`src/rtl/wb_arbiter_pkg.sv`:
```
// Shared register-file writeback definitions used by the arbiter and its queue.
package wb_arbiter_pkg;

   typedef logic [4:0]  RegAddrBus;
   typedef logic [31:0] RegBus;

   localparam RegBus ZeroWord     = 32'h0000_0000;
   localparam logic  WriteEnable  = 1'b1;
   localparam logic  WriteDisable = 1'b0;
   localparam logic  RstEnable    = 1'b1;

   // Slow-source writeback queue geometry (depth is derived from pointer width).
   localparam int WbQPtrW  = 2;
   localparam int WbQDepth = 1 << WbQPtrW;

endpackage

```
`src/rtl/wb_arbiter_queue.sv`:
```
// Slow-source writeback FIFO with a per-entry live bit, an address-match kill
// port (WAW supersede) and two address-match query ports for decode hazards.
module wb_queue
   import wb_arbiter_pkg::*;
#(
   parameter  int DEPTH = WbQDepth,
   localparam int PW    = $clog2(DEPTH)
)(
   input  logic            clk,
   input  logic            rst,
   input  logic            i_push,
   input  RegAddrBus       i_push_addr,
   input  RegBus           i_push_data,
   input  logic            i_pop,
   output logic            o_head_live,
   output RegAddrBus       o_head_addr,
   output RegBus           o_head_data,
   output logic            o_full,
   output logic            o_empty,
   output logic [PW:0]     o_cnt,
   input  logic            i_kill_en,
   input  RegAddrBus       i_kill_addr,
   input  RegAddrBus       i_q1_addr,
   output logic            o_q1_hit,
   input  RegAddrBus       i_q2_addr,
   output logic            o_q2_hit
);

   logic [PW-1:0]    r_head;
   logic [PW-1:0]    r_tail;
   logic [PW:0]      r_cnt;
   logic [DEPTH-1:0] r_live;
   RegAddrBus        r_addr [DEPTH];
   RegBus            r_data [DEPTH];

   logic [DEPTH-1:0] w_m1;
   logic [DEPTH-1:0] w_m2;

   // Per-entry query matches; only live entries can report a pending write.
   for (genvar gi = 0; gi < DEPTH; gi++) begin : g_match
      assign w_m1[gi] = r_live[gi] && (r_addr[gi] == i_q1_addr);
      assign w_m2[gi] = r_live[gi] && (r_addr[gi] == i_q2_addr);
   end

   assign o_q1_hit    = (i_q1_addr != 5'd0) && (|w_m1);
   assign o_q2_hit    = (i_q2_addr != 5'd0) && (|w_m2);
   assign o_full      = r_cnt[PW];
   assign o_empty     = (r_cnt == '0);
   assign o_cnt       = r_cnt;
   assign o_head_live = r_live[r_head];
   assign o_head_addr = r_addr[r_head];
   assign o_head_data = r_data[r_head];

   // Pointers and occupancy; wrap is implicit because DEPTH is a power of two.
   always_ff @(posedge clk) begin
      if (rst == RstEnable) begin
         r_head <= '0;
         r_tail <= '0;
         r_cnt  <= '0;
      end else begin
         if (i_push) r_tail <= r_tail + 1'b1;
         if (i_pop)  r_head <= r_head + 1'b1;
         case ({i_push, i_pop})
            2'b10:   r_cnt <= r_cnt + 1'b1;
            2'b01:   r_cnt <= r_cnt - 1'b1;
            default: r_cnt <= r_cnt;
         endcase
      end
   end

   // Live bits: a push into a slot wins over a same-cycle kill (the new entry
   // is younger than the pipeline write); pops and kills clear the bit.
   always_ff @(posedge clk) begin
      if (rst == RstEnable) begin
         r_live <= '0;
      end else begin
         for (int i = 0; i < DEPTH; i++) begin
            if (i_push && (r_tail == PW'(i)))
               r_live[i] <= 1'b1;
            else if ((i_pop && (r_head == PW'(i))) ||
                     (i_kill_en && (r_addr[i] == i_kill_addr)))
               r_live[i] <= 1'b0;
         end
      end
   end

   // Payload storage; contents of unoccupied slots are don't-care.
   always_ff @(posedge clk) begin
      if (i_push) begin
         r_addr[r_tail] <= i_push_addr;
         r_data[r_tail] <= i_push_data;
      end
   end

endmodule

```
`src/rtl/wb_arbiter.sv`:
```
// Register-file writeback arbiter: the single-cycle pipeline always wins, the
// slow (load/div) source is buffered in wb_queue and drained in idle slots.
module wb_arbiter
   import wb_arbiter_pkg::*;
#(
   parameter  int DEPTH = WbQDepth,
   localparam int PW    = $clog2(DEPTH)
)(
   input  logic          clk,
   input  logic          rst,
   input  logic          pipe_we,
   input  logic [4:0]    pipe_waddr,
   input  logic [31:0]   pipe_wdata,
   input  logic          lsu_valid,
   output logic          lsu_ready,
   input  logic [4:0]    lsu_waddr,
   input  logic [31:0]   lsu_wdata,
   output logic          we,
   output logic [4:0]    waddr,
   output logic [31:0]   wdata,
   input  logic [4:0]    raddr1,
   input  logic [4:0]    raddr2,
   output logic          pend_hit1,
   output logic          pend_hit2,
   output logic [PW:0]   q_cnt
);

   logic      w_pipe_req;
   logic      w_push;
   logic      w_pop;
   logic      w_head_wr;
   logic      w_full;
   logic      w_empty;
   logic      w_head_live;
   RegAddrBus w_head_addr;
   RegBus     w_head_data;

   logic      r_we;
   RegAddrBus r_waddr;
   RegBus     r_wdata;

   // A write to r0 is architecturally a no-op, so it neither wins the port nor kills.
   assign w_pipe_req = pipe_we && (pipe_waddr != 5'd0);
   assign lsu_ready  = !w_full;
   assign w_push     = lsu_valid && lsu_ready && (lsu_waddr != 5'd0);
   // Dead heads drain unconditionally; live heads only when the pipeline is idle.
   assign w_pop      = !w_empty && (!w_head_live || !w_pipe_req);
   assign w_head_wr  = w_pop && w_head_live;

   wb_queue #(
      .DEPTH (DEPTH)
   ) u_queue (
      .clk         (clk),
      .rst         (rst),
      .i_push      (w_push),
      .i_push_addr (lsu_waddr),
      .i_push_data (lsu_wdata),
      .i_pop       (w_pop),
      .o_head_live (w_head_live),
      .o_head_addr (w_head_addr),
      .o_head_data (w_head_data),
      .o_full      (w_full),
      .o_empty     (w_empty),
      .o_cnt       (q_cnt),
      .i_kill_en   (w_pipe_req),
      .i_kill_addr (pipe_waddr),
      .i_q1_addr   (raddr1),
      .o_q1_hit    (pend_hit1),
      .i_q2_addr   (raddr2),
      .o_q2_hit    (pend_hit2)
   );

   // Registered write port; address and data are forced to zero on idle cycles.
   always_ff @(posedge clk) begin
      if (rst == RstEnable) begin
         r_we    <= WriteDisable;
         r_waddr <= '0;
         r_wdata <= ZeroWord;
      end else if (w_pipe_req) begin
         r_we    <= WriteEnable;
         r_waddr <= pipe_waddr;
         r_wdata <= pipe_wdata;
      end else if (w_head_wr) begin
         r_we    <= WriteEnable;
         r_waddr <= w_head_addr;
         r_wdata <= w_head_data;
      end else begin
         r_we    <= WriteDisable;
         r_waddr <= '0;
         r_wdata <= ZeroWord;
      end
   end

   assign we    = r_we;
   assign waddr = r_waddr;
   assign wdata = r_wdata;

endmodule
```
`config.mk`:
```
export PLATFORM = sky130hd
export DESIGN_NAME = wb_arbiter
export DESIGN_NICKNAME = d
export VERILOG_FILES = /design/src/rtl/wb_arbiter_pkg.sv /design/src/rtl/wb_arbiter_queue.sv /design/src/rtl/wb_arbiter.sv
export SDC_FILE = /design/constraint.sdc
export NUM_CORES = 1
export LEC_CHECK = 0
export CAP_MARGIN = 10
export CORE_MARGIN = 2
export CORE_UTILIZATION = 45
export DETAILED_ROUTE_END_ITERATION = 16
export PLACE_DENSITY = 0.72
export SLEW_MARGIN = 20
export SYNTH_ARGS = -nofsm -noshare
export SYNTH_HDL_FRONTEND = slang
export SYNTH_SLANG_ARGS = --single-unit
export TNS_END_PERCENT = 20
```
`constraint.sdc`:
```
create_clock -name clk -period 2.7 [get_ports clk]
set_input_delay 0.54 -clock clk [delete_from_list [all_inputs] [get_ports clk]]
set_output_delay 0.54 -clock clk [all_outputs]
set_load 0.005 [all_outputs]
```
## Word-level counts from Yosys, hierarchy flattened

Memories as Yosys holds them, arrays and structs flattened. A register that Yosys moved wholly into a read port is not among the register bits.
Index checks and enable logic that the tools add are counted.

- Register bits: 49
- Memory bits (writable): 148
- Output and inout port bits: 44
- Logic and storage cells: 110
- Memories: 2

Memories:

| memory | words | width | read ports | clocked after memory_dff | write ports | RTL line | text |
|---|---|---|---|---|---|---|---|
| u_queue.r_data | 4 | 32 | 1 | 1 | 1 | wb_arbiter_queue.sv:34 | `RegBus r_data [DEPTH];` |
| u_queue.r_addr | 4 | 5 | 5 | 1 | 1 | wb_arbiter_queue.sv:33 | `RegAddrBus r_addr [DEPTH];` |

- Add/sub/neg operators: 4
- $lt $le $gt $ge: 1
- Equal/unequal tests: 20
- Mux-type cells: 23
- Reductions and logical operators: 50

Operator list:

| cell | count |
|---|---|
| $mux W32 | 2 |
| $eq A5 B5 Y1 | 12 |
| $logic_and A1 B1 Y1 | 27 |
| $reduce_bool A5 Y1 | 4 |
| $mux W1 | 13 |
| $eq A2 B2 Y1 const B | 5 |
| $mux W5 | 2 |
| $reduce_bool A2 Y1 | 5 |
| $mux W2 | 4 |
| $reduce_or A4 Y1 | 2 |
| $eq A2 B1 Y1 const B | 3 |
| $pmux W3 S2 | 1 |
| $logic_or A1 B1 Y1 | 5 |
| $add A2 B1 Y2 const B | 2 |
| $logic_not A1 Y1 | 4 |
| $logic_not A2 Y1 | 2 |
| $add A3 B1 Y3 const B | 1 |
| $logic_not A3 Y1 | 1 |
| $lt A2 B3 Y1 const B | 1 |
| $sub A3 B1 Y3 const B | 1 |
| $bmux W1 S2 | 1 |

## Logic depth before layout (Yosys ltp)

Gate-level depths: netlist (run 1).

- Depth after elaboration: 9
- Gate-level depth with buffers: 11

## Hierarchy

Synthesis (run 1) repeated with hierarchy kept, for this count alone.

- Cells, all modules: 539
- Area, all modules: 8595.7 µm²

Modules (own cells, without submodules):

| module | times used | cells an instance | area an instance (µm²) |
|---|---|---|---|
| wb_queue | 1 | 363 | 6802.8 |
| wb_arbiter | 1 | 176 | 1793.0 |

## Least setup slack after synthesis (run 1)

No wires, ideal clock.

- Path type: input port to flip-flop
- Start: input pipe_waddr[1]
- End: register u_queue.r_cnt[2] (netlist: u_queue.o_cnt[2])
- Setup time: 0.071 ns
- Arrival time: 2.901 ns
- Path slack: -0.272 ns
- Stages: 11
- Path buffers: 2
- Cell sequence: buf_2 or4_4 o21a_1 buf_6 a21oi_4 ha_1 inv_1 fa_1 xor2_1 or3_1 a21oi_1

- Longest elaborated chain between the ends: 7
- Elaborated cells on any way between the ends: 9
- Those cells by class: eq/ne (2); mux (1); reduce/logical (6)

Ends and longest elaborated chain:

| what | RTL line | text |
|---|---|---|
| start: declaration | wb_arbiter.sv:12 | `input logic [4:0] pipe_waddr,` |
| $reduce_bool A5 Y1 (*) | wb_arbiter.sv:43 | `assign w_pipe_req = pipe_we && (pipe_waddr != 5'd0);` |
| $logic_and A1 B1 Y1 (*) | wb_arbiter.sv:43 |  |
| $logic_not A1 Y1 (*) | wb_arbiter.sv:47 | `assign w_pop = !w_empty && (!w_head_live \|\| !w_pipe_req);` |
| $logic_or A1 B1 Y1 (*) | wb_arbiter.sv:47 |  |
| $logic_and A1 B1 Y1 (*) | wb_arbiter.sv:47 |  |
| net u_queue.i_pop | wb_arbiter_queue.sv:14 | `input logic i_pop,` |
| $eq A2 B1 Y1 or $eq A2 B2 Y1 (tied branches) | wb_arbiter_queue.sv:63 | `case ({i_push, i_pop})` |
| $pmux W3 S2 or $reduce_bool A2 Y1 (tied branches) | -- |  |
| end signal: assignment | wb_arbiter_queue.sv:64 | `2'b10: r_cnt <= r_cnt + 1'b1;` |
| end signal: assignment | wb_arbiter_queue.sv:65 | `2'b01: r_cnt <= r_cnt - 1'b1;` |
| end signal: assignment | wb_arbiter_queue.sv:66 | `default: r_cnt <= r_cnt;` |
| end: declaration | wb_arbiter_queue.sv:31 | `logic [PW:0] r_cnt;` |

Mark *: on every way through the listed nets, which the timed path passes. The rest lies on a longest branch.
A chain may end at the register's enable or synchronous reset.

## Worst setup path in the final report (run 1)

Same ends and word-level chain as after synthesis.

==> metrics.md, run 1 <==
| Metric | Value |
|---|---|
| Fin area | `10700 sq um` |
| Flops & latches, synth | `199` |
| Min cycle time layout | `2.84 ns` |
| Mapped Area | `8140 sq um` |
| Highest metal used | `met4` |
| Leak | `3.79 nW` |
| Reg2Reg Launch Point | `u_queue.r_head[0]` |
| Largest net degree at the start of global routing | `33` |
| FILL cells | `1367` |
| Initial antenna violation count | `0` |
| Met3 routed WL | `973 microns` |
| Sw frac | `27.1%` |
| Worst Path Required | `3.05 ns` |
| Diodes inserted | `0` |
| Ports | `132` |
| Clock Tree Root | `clkbuf_16` |
| Top cell type by total area after synthesis | `edfxtp_1` |
| Total power | `8.58 mW` |
| Multi-input gate area | `2480 sq um` |
| Arr. time, crit path | `3.18 ns` |
| Peak VDD IR | `0.000599 V` |
| Final Wtd Congestion | `0.884` |
| Top post-synthesis cells by area | `edfxtp_1, dfxtp_1, mux4_2` |
| Clock share of power | `27.5%` |
| Drt wl/cell | `20.0 microns` |
| Post-Syn Nets | `638` |
| GR Overflow Total | `0` |
| Hold path startpoint | `u_queue.o_cnt[1]` |
| PwrDens | `802 nW/um^2` |
| Die width | `138 microns` |
| Final net count | `810` |
| Fin. Hold Viols | `0` |
| Cell family with most CP delay | `simple AND/OR/NAND/NOR gates` |
| NetSw | `2.33 mW` |
| First-pass GRT wire length | `29100 microns` |
| Max stage delay on crit path | `0.59 ns` |
| Worst setup EP type | `flop` |
| EDFF count, synth | `148` |
| Tightest Hold Check Type | `reg -> reg` |
| R2r endpoint | `u_queue.o_cnt[2]` |
| Layout cells sized above 1 | `19.3%` |
| Actual slew at the worst max-slew pin | `0.575 ns` |
| Total GRT Usage | `20.1%` |
| Routed vias | `5007` |
| RSZ-0062 raised after global routing | `yes` |
| Number of stages on the worst setup path | `10` |
| CTS max path bufs | `2` |
| Worst Path Buf+Inv | `2` |
| Core Area | `17800 sq um` |
| Reg2Reg Setup Slack | `0.19 ns` |
| Area after DPL | `9960 sq um` |
| Comb pwr share | `26.9%` |
| Most frequent cells after synthesis | `edfxtp_1, nand2_1, dfxtp_1` |
| Most common cell in the netlist | `edfxtp_1` |
| Peak fanout along the critical path | `2` |
| Row count | `49` |
| Yosys Warn Count | `0` |
| Sequential Power Share | `45.7%` |
| Routed Antenna Nets | `0` |
| Synth top area share | `54.6%` |
| Post-route insts no fill | `954` |
| R2r worst-path depth | `8` |
| DRT iter0 DRCs | `314` |
| Dpl hpwl | `12800 microns` |
| # placed instances | `898` |
| Final Cycle Share | `105%` |
| Worst setup margin | `-0.137 ns` |
| CP startpoint kind | `input pin` |
| # clock sinks | `199` |
| Register area share after synthesis | `67.2%` |
| Yosys cell types | `33` |
| Async S/R FF share, synth | `0%` |
| Die Ht | `138 microns` |
| Outcome | `complete, but fails checks` |
| Met2 wire len | `9870 microns` |
| Latest clock arrival within the worst-skew pair | `0.43 ns` |
| Worst Setup SP | `pipe_waddr[1]` |
| Vias in the first global route | `5247` |
| Die ar. | `19200 sq um` |
| Total of max-cap violations | `0` |
| Crit-path cells | `clkdlybuf4s50_1 -> or4_4 -> o21a_2 -> a21oi_4 -> ha_4 -> inv_2 -> fa_2 -> xor2_1 -> or3_1 -> a21oi_2` |
| CTS buffer count | `17` |
| DRC | `0` |
| Total wire length | `19100 microns` |
| Clk slew on worst S/H paths | `0.06 ns` |
| Post-synthesis instance total | `540` |
| First drt pass iteration count | `6` |
| CP Class | `in -> reg` |
| H-tree depth | `4` |
| Max_slew headroom | `60.6%` |
| Metal-1 WL | `7850 microns` |
| Vias/cell | `5.25` |
| Mean Syn Cell Area | `15.1 sq um` |
| Sequential cell area | `5470 sq um` |
| Top_reg_cell synth | `edfxtp_1` |
| FMAX | `353 MHz` |
| IO buf count | `131` |
| Finish-stage setup viols | `1` |
| Failing checks | `setup timing` |
| P_int | `6.25 mW` |
| Initial Util | `45.6%` |
| Clock Skews | `0.0136 ns` |
| CTS tree | `built` |
| Setup crit end | `u_queue.o_cnt[2]` |
| Area grow syn2layout | `31.4%` |
| Slowest-stage cell, CP | `or4_4` |
| Max Slew Vio Count | `0` |
==> registers in the layout, indices dropped and copies added, names as in the netlist, named ones only <==
| name | count |
|---|---|
| u_queue.r_data | 128 |
| wdata | 32 |
| u_queue.r_addr | 20 |
| waddr | 5 |
| u_queue.r_live | 4 |
| u_queue.o_cnt | 3 |
| u_queue.r_head | 2 |
| u_queue.r_tail | 2 |
| we | 1 |
==> layer usage <==
metal	vias up	GRT usage [%]
li1	2320	-
met1	2522	25.2
met2	143	34.7
met3	22	4.19
met4	0	7.52
met5	-	0
==> power groups by stage <==
stage | combinational (mW) | clock, mW | sequential [mW]
3_5_place_dp | 2.24 | 0 | 4.00
5_1_grt | 2.48 | 2.53 | 3.95
6_report | 2.30 | 2.36 | 3.92
3_3_place_gp | 2.20 | 0 | 3.98
4_1_cts | 2.28 | 2.40 | 3.93
2_1_floorplan | 1.45 | 0 | 3.88
==> cells by family after synthesis <==
group           Yosys count  synth area share, %
flops                   199                 67.2
simple gates            121                 6.66
xor+xnor                 64                 6.89
compound gates           55                 4.03
buf+inv                  51                 2.86
mux                      40                 10.8
fa+ha+maj                10                 1.63
==> how the worst min path moves through the flow <==
stage	endpoint	slack, ns	depth (start not counted)
floorplan	u_queue.o_cnt[2]	0.50	2
global placement	u_queue.o_cnt[2]	0.53	2
detailed placement	u_queue.o_cnt[1]	0.55	2
CTS	u_queue.o_cnt[1]	0.57	2
global route	u_queue.o_cnt[1]	0.59	2
finish	u_queue.o_cnt[1]	0.57	2
==> worst min-delay path: cells and delay by family, from the launching register on <==
| kind | cells | cell delay [ns] |
|---|---|---|
| flops | 1 | 0.38 |
| compound gates | 1 | 0.08 |
| simple gates | 1 | 0.07 |
==> through the flow <==
| step | hold slack, ns | setup TNS (ns) | util [%] | worst slack (ns) |
|---|---|---|---|---|
| detailed placement | 0.550 | -1.46 | 55.8 | -0.515 |
| global placement | 0.533 | -1.36 | 55.8 | -0.421 |
| CTS | 0.568 | -0.283 | 59.1 | -0.158 |
| finish | 0.566 | -0.137 | 59.9 | -0.137 |
| floorplan | 0.501 | -0.218 | - | -0.180 |
| global route | 0.591 | -0.225 | 59.9 | -0.180 |
==> final cells by class <==
| cell class | instances | area share (%) |
|---|---|---|
| clock inverters | 13 | 0.971 |
| well taps | 229 | 2.68 |
| flip-flops and latches | 199 | 51.1 |
| inverters | 14 | 0.491 |
| multi-input cells | 290 | 23.2 |
| clock buffers | 19 | 4.14 |
| repair buffers | 190 | 17.4 |
==> cell usage in the layout (no fill, tap or decap), types with 2 or more instances in the layout <==
cell,count
clkinv_2,4
nor4_2,2
edfxtp_1,148
inv_1,13
dfxtp_1,49
inv_8,2
or4_1,3
mux4_2,38
nand4_1,2
dlygate4sd2_1,10
clkinv_1,4
buf_4,50
nand3_1,12
ha_1,8
and2_2,4
clkbuf_16,17
a21o_1,5
buf_12,9
a2111oi_0,4
clkdlybuf4s50_1,120
nand2_1,74
nor4_1,10
dfxtp_2,2
mux2i_1,2
o21a_1,3
xnor2_1,22
nor2_1,9
xor2_1,42
a21oi_1,38
==> repair_timing <==
action                     in CTS  in global routing
resized for setup              11                  3
hold buffers                    0                  0
pin swaps                       4                  4
setup endpoints to repair       3                  2
setup buffers                   5                 19
No activity file was read; power rests on OpenSTA's default activity.
==> run 2: changes to the inputs <==
--- a/config.mk
+++ b/config.mk
@@ -9,7 +9,7 @@
 export CORE_MARGIN = 2
 export CORE_UTILIZATION = 45
 export DETAILED_ROUTE_END_ITERATION = 16
-export PLACE_DENSITY = 0.72
+export PLACE_DENSITY_LB_ADDON = 0.08
 export SLEW_MARGIN = 20
 export SYNTH_ARGS = -nofsm -noshare
 export SYNTH_HDL_FRONTEND = slang
==> metrics.md, run 2 (same netlist as run 1, synthesis figures left out) <==
| Metric | Value |
|---|---|
| Outcome | `finished, final reports clean` |
| Worst Path Required | `3.05 ns (about the same)` |
| Final net count | `813 (+0.37%)` |
| RSZ-0062 raised after global routing | `yes` |
| H-tree depth | `4 (unchanged)` |
| Total GRT Usage | `20.6% (+0.47 points)` |
| Initial antenna violation count | `0 (unchanged)` |
| Routed vias | `4997 (-0.20%)` |
| Leak | `3.86 nW (+1.8%)` |
| Setup TNS | `0 ns (+0.137 ns)` |
| Die ar. | `19200 sq um (unchanged)` |
| Total of max-cap violations | `0 (unchanged)` |
| Row count | `49 (unchanged)` |
| Clock Skews | `0.00891 ns (-0.00467 ns)` |
| Area grow syn2layout | `32.7%` |
| Vias/cell | `5.22 (-0.51%)` |
| Dpl hpwl | `13000 microns (+1.5%)` |
| Worst setup margin | `0.0647 ns (+0.201 ns)` |
| GR Overflow Total | `0 (unchanged)` |
| DRT iter0 DRCs | `266 (-15%)` |
| Drt wl/cell | `20.0 microns (+0.34%)` |
| Sequential cell area | `5470 sq um (unchanged)` |
| Slowest-stage cell, CP | `or4_4` |
| Max_slew headroom | `59.2% (-1.4 points)` |
| CTS buffer count | `17 (unchanged)` |
| FMAX | `379 MHz (+7.6%)` |
| Diodes inserted | `0 (unchanged)` |
| Most frequent cells in the layout | `edfxtp_1, clkdlybuf4s50_1, nand2_1` |
| Vias in the first global route | `5266 (+0.36%)` |
| First-pass GRT wire length | `29700 microns (+2.3%)` |
| CTS max path bufs | `2 (unchanged)` |
| Fin. Hold Viols | `0 (unchanged)` |
| Final Wtd Congestion | `0.881 (-0.33%)` |
| IO buf count | `131 (unchanged)` |
| CP Class | `in -> reg` |
| Max reg flops | `128 (unchanged)` |
| Total wire length | `19200 microns (+0.66%)` |
| DRC | `0 (unchanged)` |
| Commonest non-fill, non-tap cell in the layout | `edfxtp_1` |
| FILL cells | `1402 (+2.6%)` |
| Layout cells sized above 1 | `19.9% (+0.61 points)` |
| Finish-stage setup viols | `0 (-1)` |
| Arr. time, crit path | `2.99 ns (-0.19 ns)` |
| Hold Buf Count CTS | `0 (unchanged)` |
| Clk slew on worst S/H paths | `0.07 ns (about the same)` |
| Multi-input gate area | `2480 sq um (about the same)` |
| Post-Place Setup Slack | `-0.497 ns (+0.0183 ns)` |
| Peak fanout along the critical path | `2 (unchanged)` |
| Initial Util | `45.6% (unchanged)` |
| Max Slew Vio Count | `0 (unchanged)` |
| First drt pass iteration count | `4 (-2)` |
| Die width | `138 microns (unchanged)` |
| Latest clock arrival within the worst-skew pair | `0.43 ns (about the same)` |
| Largest net degree at the start of global routing | `33 (unchanged)` |
| Routed Antenna Nets | `0 (unchanged)` |
| Tightest Hold Check Type | `reg -> reg` |
| PwrDens | `809 nW/um^2 (+0.88%)` |
| Max stage delay on crit path | `0.58 ns (about the same)` |
| Min cycle time layout | `2.64 ns (-0.201 ns)` |
| Largest reg by FF count | `u_queue.r_data` |
| Core Area | `17800 sq um (unchanged)` |
| Die Ht | `138 microns (unchanged)` |
| CTS tree | `built` |
| Peak VDD IR | `0.000546 V (-8.9%)` |
| Worst setup EP type | `flop` |
| Final Cycle Share | `97.6% (-7.5 points)` |
| CP startpoint kind | `input pin` |
| Actual slew at the worst max-slew pin | `0.611 ns (+0.0360 ns)` |
| # clock sinks | `199 (unchanged)` |
| Clock Tree Root | `clkbuf_16` |
| Crit-path cells | `clkdlybuf4s50_1 -> or4_4 -> o21a_1 -> inv_1 -> ha_4 -> inv_2 -> fa_2 -> xor2_1 -> or3_1 -> a21oi_1` |
| Ports | `132 (unchanged)` |
| Final hold slack | `0.545 ns (-0.0206 ns)` |
## run 2: cell count changes in the layout (fill, tap and decap cells not counted), moves of 2 or more
cell	previous run	this run
clkinv_2	4	2
clkdlybuf4s50_1	120	118
dlymetal6s2s_1	1	4
buf_12	9	11
inv_6	0	4
clkinv_1	4	1
## run 2: area by class of cell
cell class / instances / area share, %
multi-input combinational: 290 / 23.0
inverter: 14 / 0.487
tap: 229 / 2.65
clock buffer: 18 / 3.98
clock inverter: 14 / 1.52
timing repair buffer: 193 / 17.7
sequential: 199 / 50.6
## run 2: final timing paths
| kind | from | to | slack, ns | cells past startpoint |
|---|---|---|---|---|
| worst max-delay path | lsu_waddr[3] | u_queue.o_cnt[2] | 0.06 | 10 |
| worst max register to register | u_queue.r_head[0] | u_queue.o_cnt[2] | 0.30 | 8 |
| worst min-delay path | u_queue.o_cnt[2] | u_queue.o_cnt[2] | 0.55 | 2 |
| worst min register to register | u_queue.o_cnt[2] | u_queue.o_cnt[2] | 0.55 | 2 |
## run 2: what timing repair did
item | in CTS | in global routing
setup endpoints to repair | 3 | 3
hold endpoints to repair | 0 | 0
resized for setup | 10 | 6
setup buffers | 7 | 9
pin swaps | 6 | 5
gates cloned | 0 | 0
## run 2: per-layer routing
metal / wire length (microns) / global-route usage (%) / up-vias
li1: - / - / 2328
met1: 7830 / 25.4 / 2514
met2: 10100 / 35.5 / 130
met3: 817 / 4.85 / 25
met4: 467 / 7.63 / 0
met5: 0 / 0 / -
## run 2: per-stage QoR
stage | instances | instance area (sq um) | utilization (%) | total power [mW]
2_1_floorplan | 540 | 8170 | - | 5.33
3_3_place_gp | 909 | 10100 | 56.4 | 6.26
3_5_place_dp | 909 | 10100 | 56.4 | 6.29
4_1_cts | 948 | 10700 | 60.0 | 8.83
5_1_grt | 957 | 10800 | 60.5 | 9.16
6_report | 957 | 10800 | 60.5 | 8.74
## run 2: power by group
| group | leakage [nW] | switching (mW) | internal, mW | total [mW] |
|---|---|---|---|---|
| sequential | 1.78 | 0.216 | 3.68 | 3.90 |
| combinational | 1.79 | 1.03 | 1.27 | 2.31 |
| clock | 0.290 | 1.14 | 1.39 | 2.53 |
| total | 3.86 | 2.39 | 6.35 | 8.74 |
## run 2: critical path: cells and delay by family
family,cells,cell delay (ns)
AND/OR/NAND/NOR,2,0.88
buffers and inverters,3,0.60
AO/OA/AOI/OAI,2,0.31
XOR/XNOR,1,0.15
adder cells (fa/ha/maj),2,0.50
==> run 3: changes to the inputs <==
--- a/config.mk
+++ b/config.mk
@@ -10,8 +10,9 @@
 export CORE_UTILIZATION = 45
 export DETAILED_ROUTE_END_ITERATION = 16
 export PLACE_DENSITY_LB_ADDON = 0.08
+export SETUP_SLACK_MARGIN = 0.02
 export SLEW_MARGIN = 20
 export SYNTH_ARGS = -nofsm -noshare
 export SYNTH_HDL_FRONTEND = slang
 export SYNTH_SLANG_ARGS = --single-unit
-export TNS_END_PERCENT = 20
+export TNS_END_PERCENT = 30
==> results of run 3 <==
The final DEF is identical to that of run 2; final timing and power are the same.
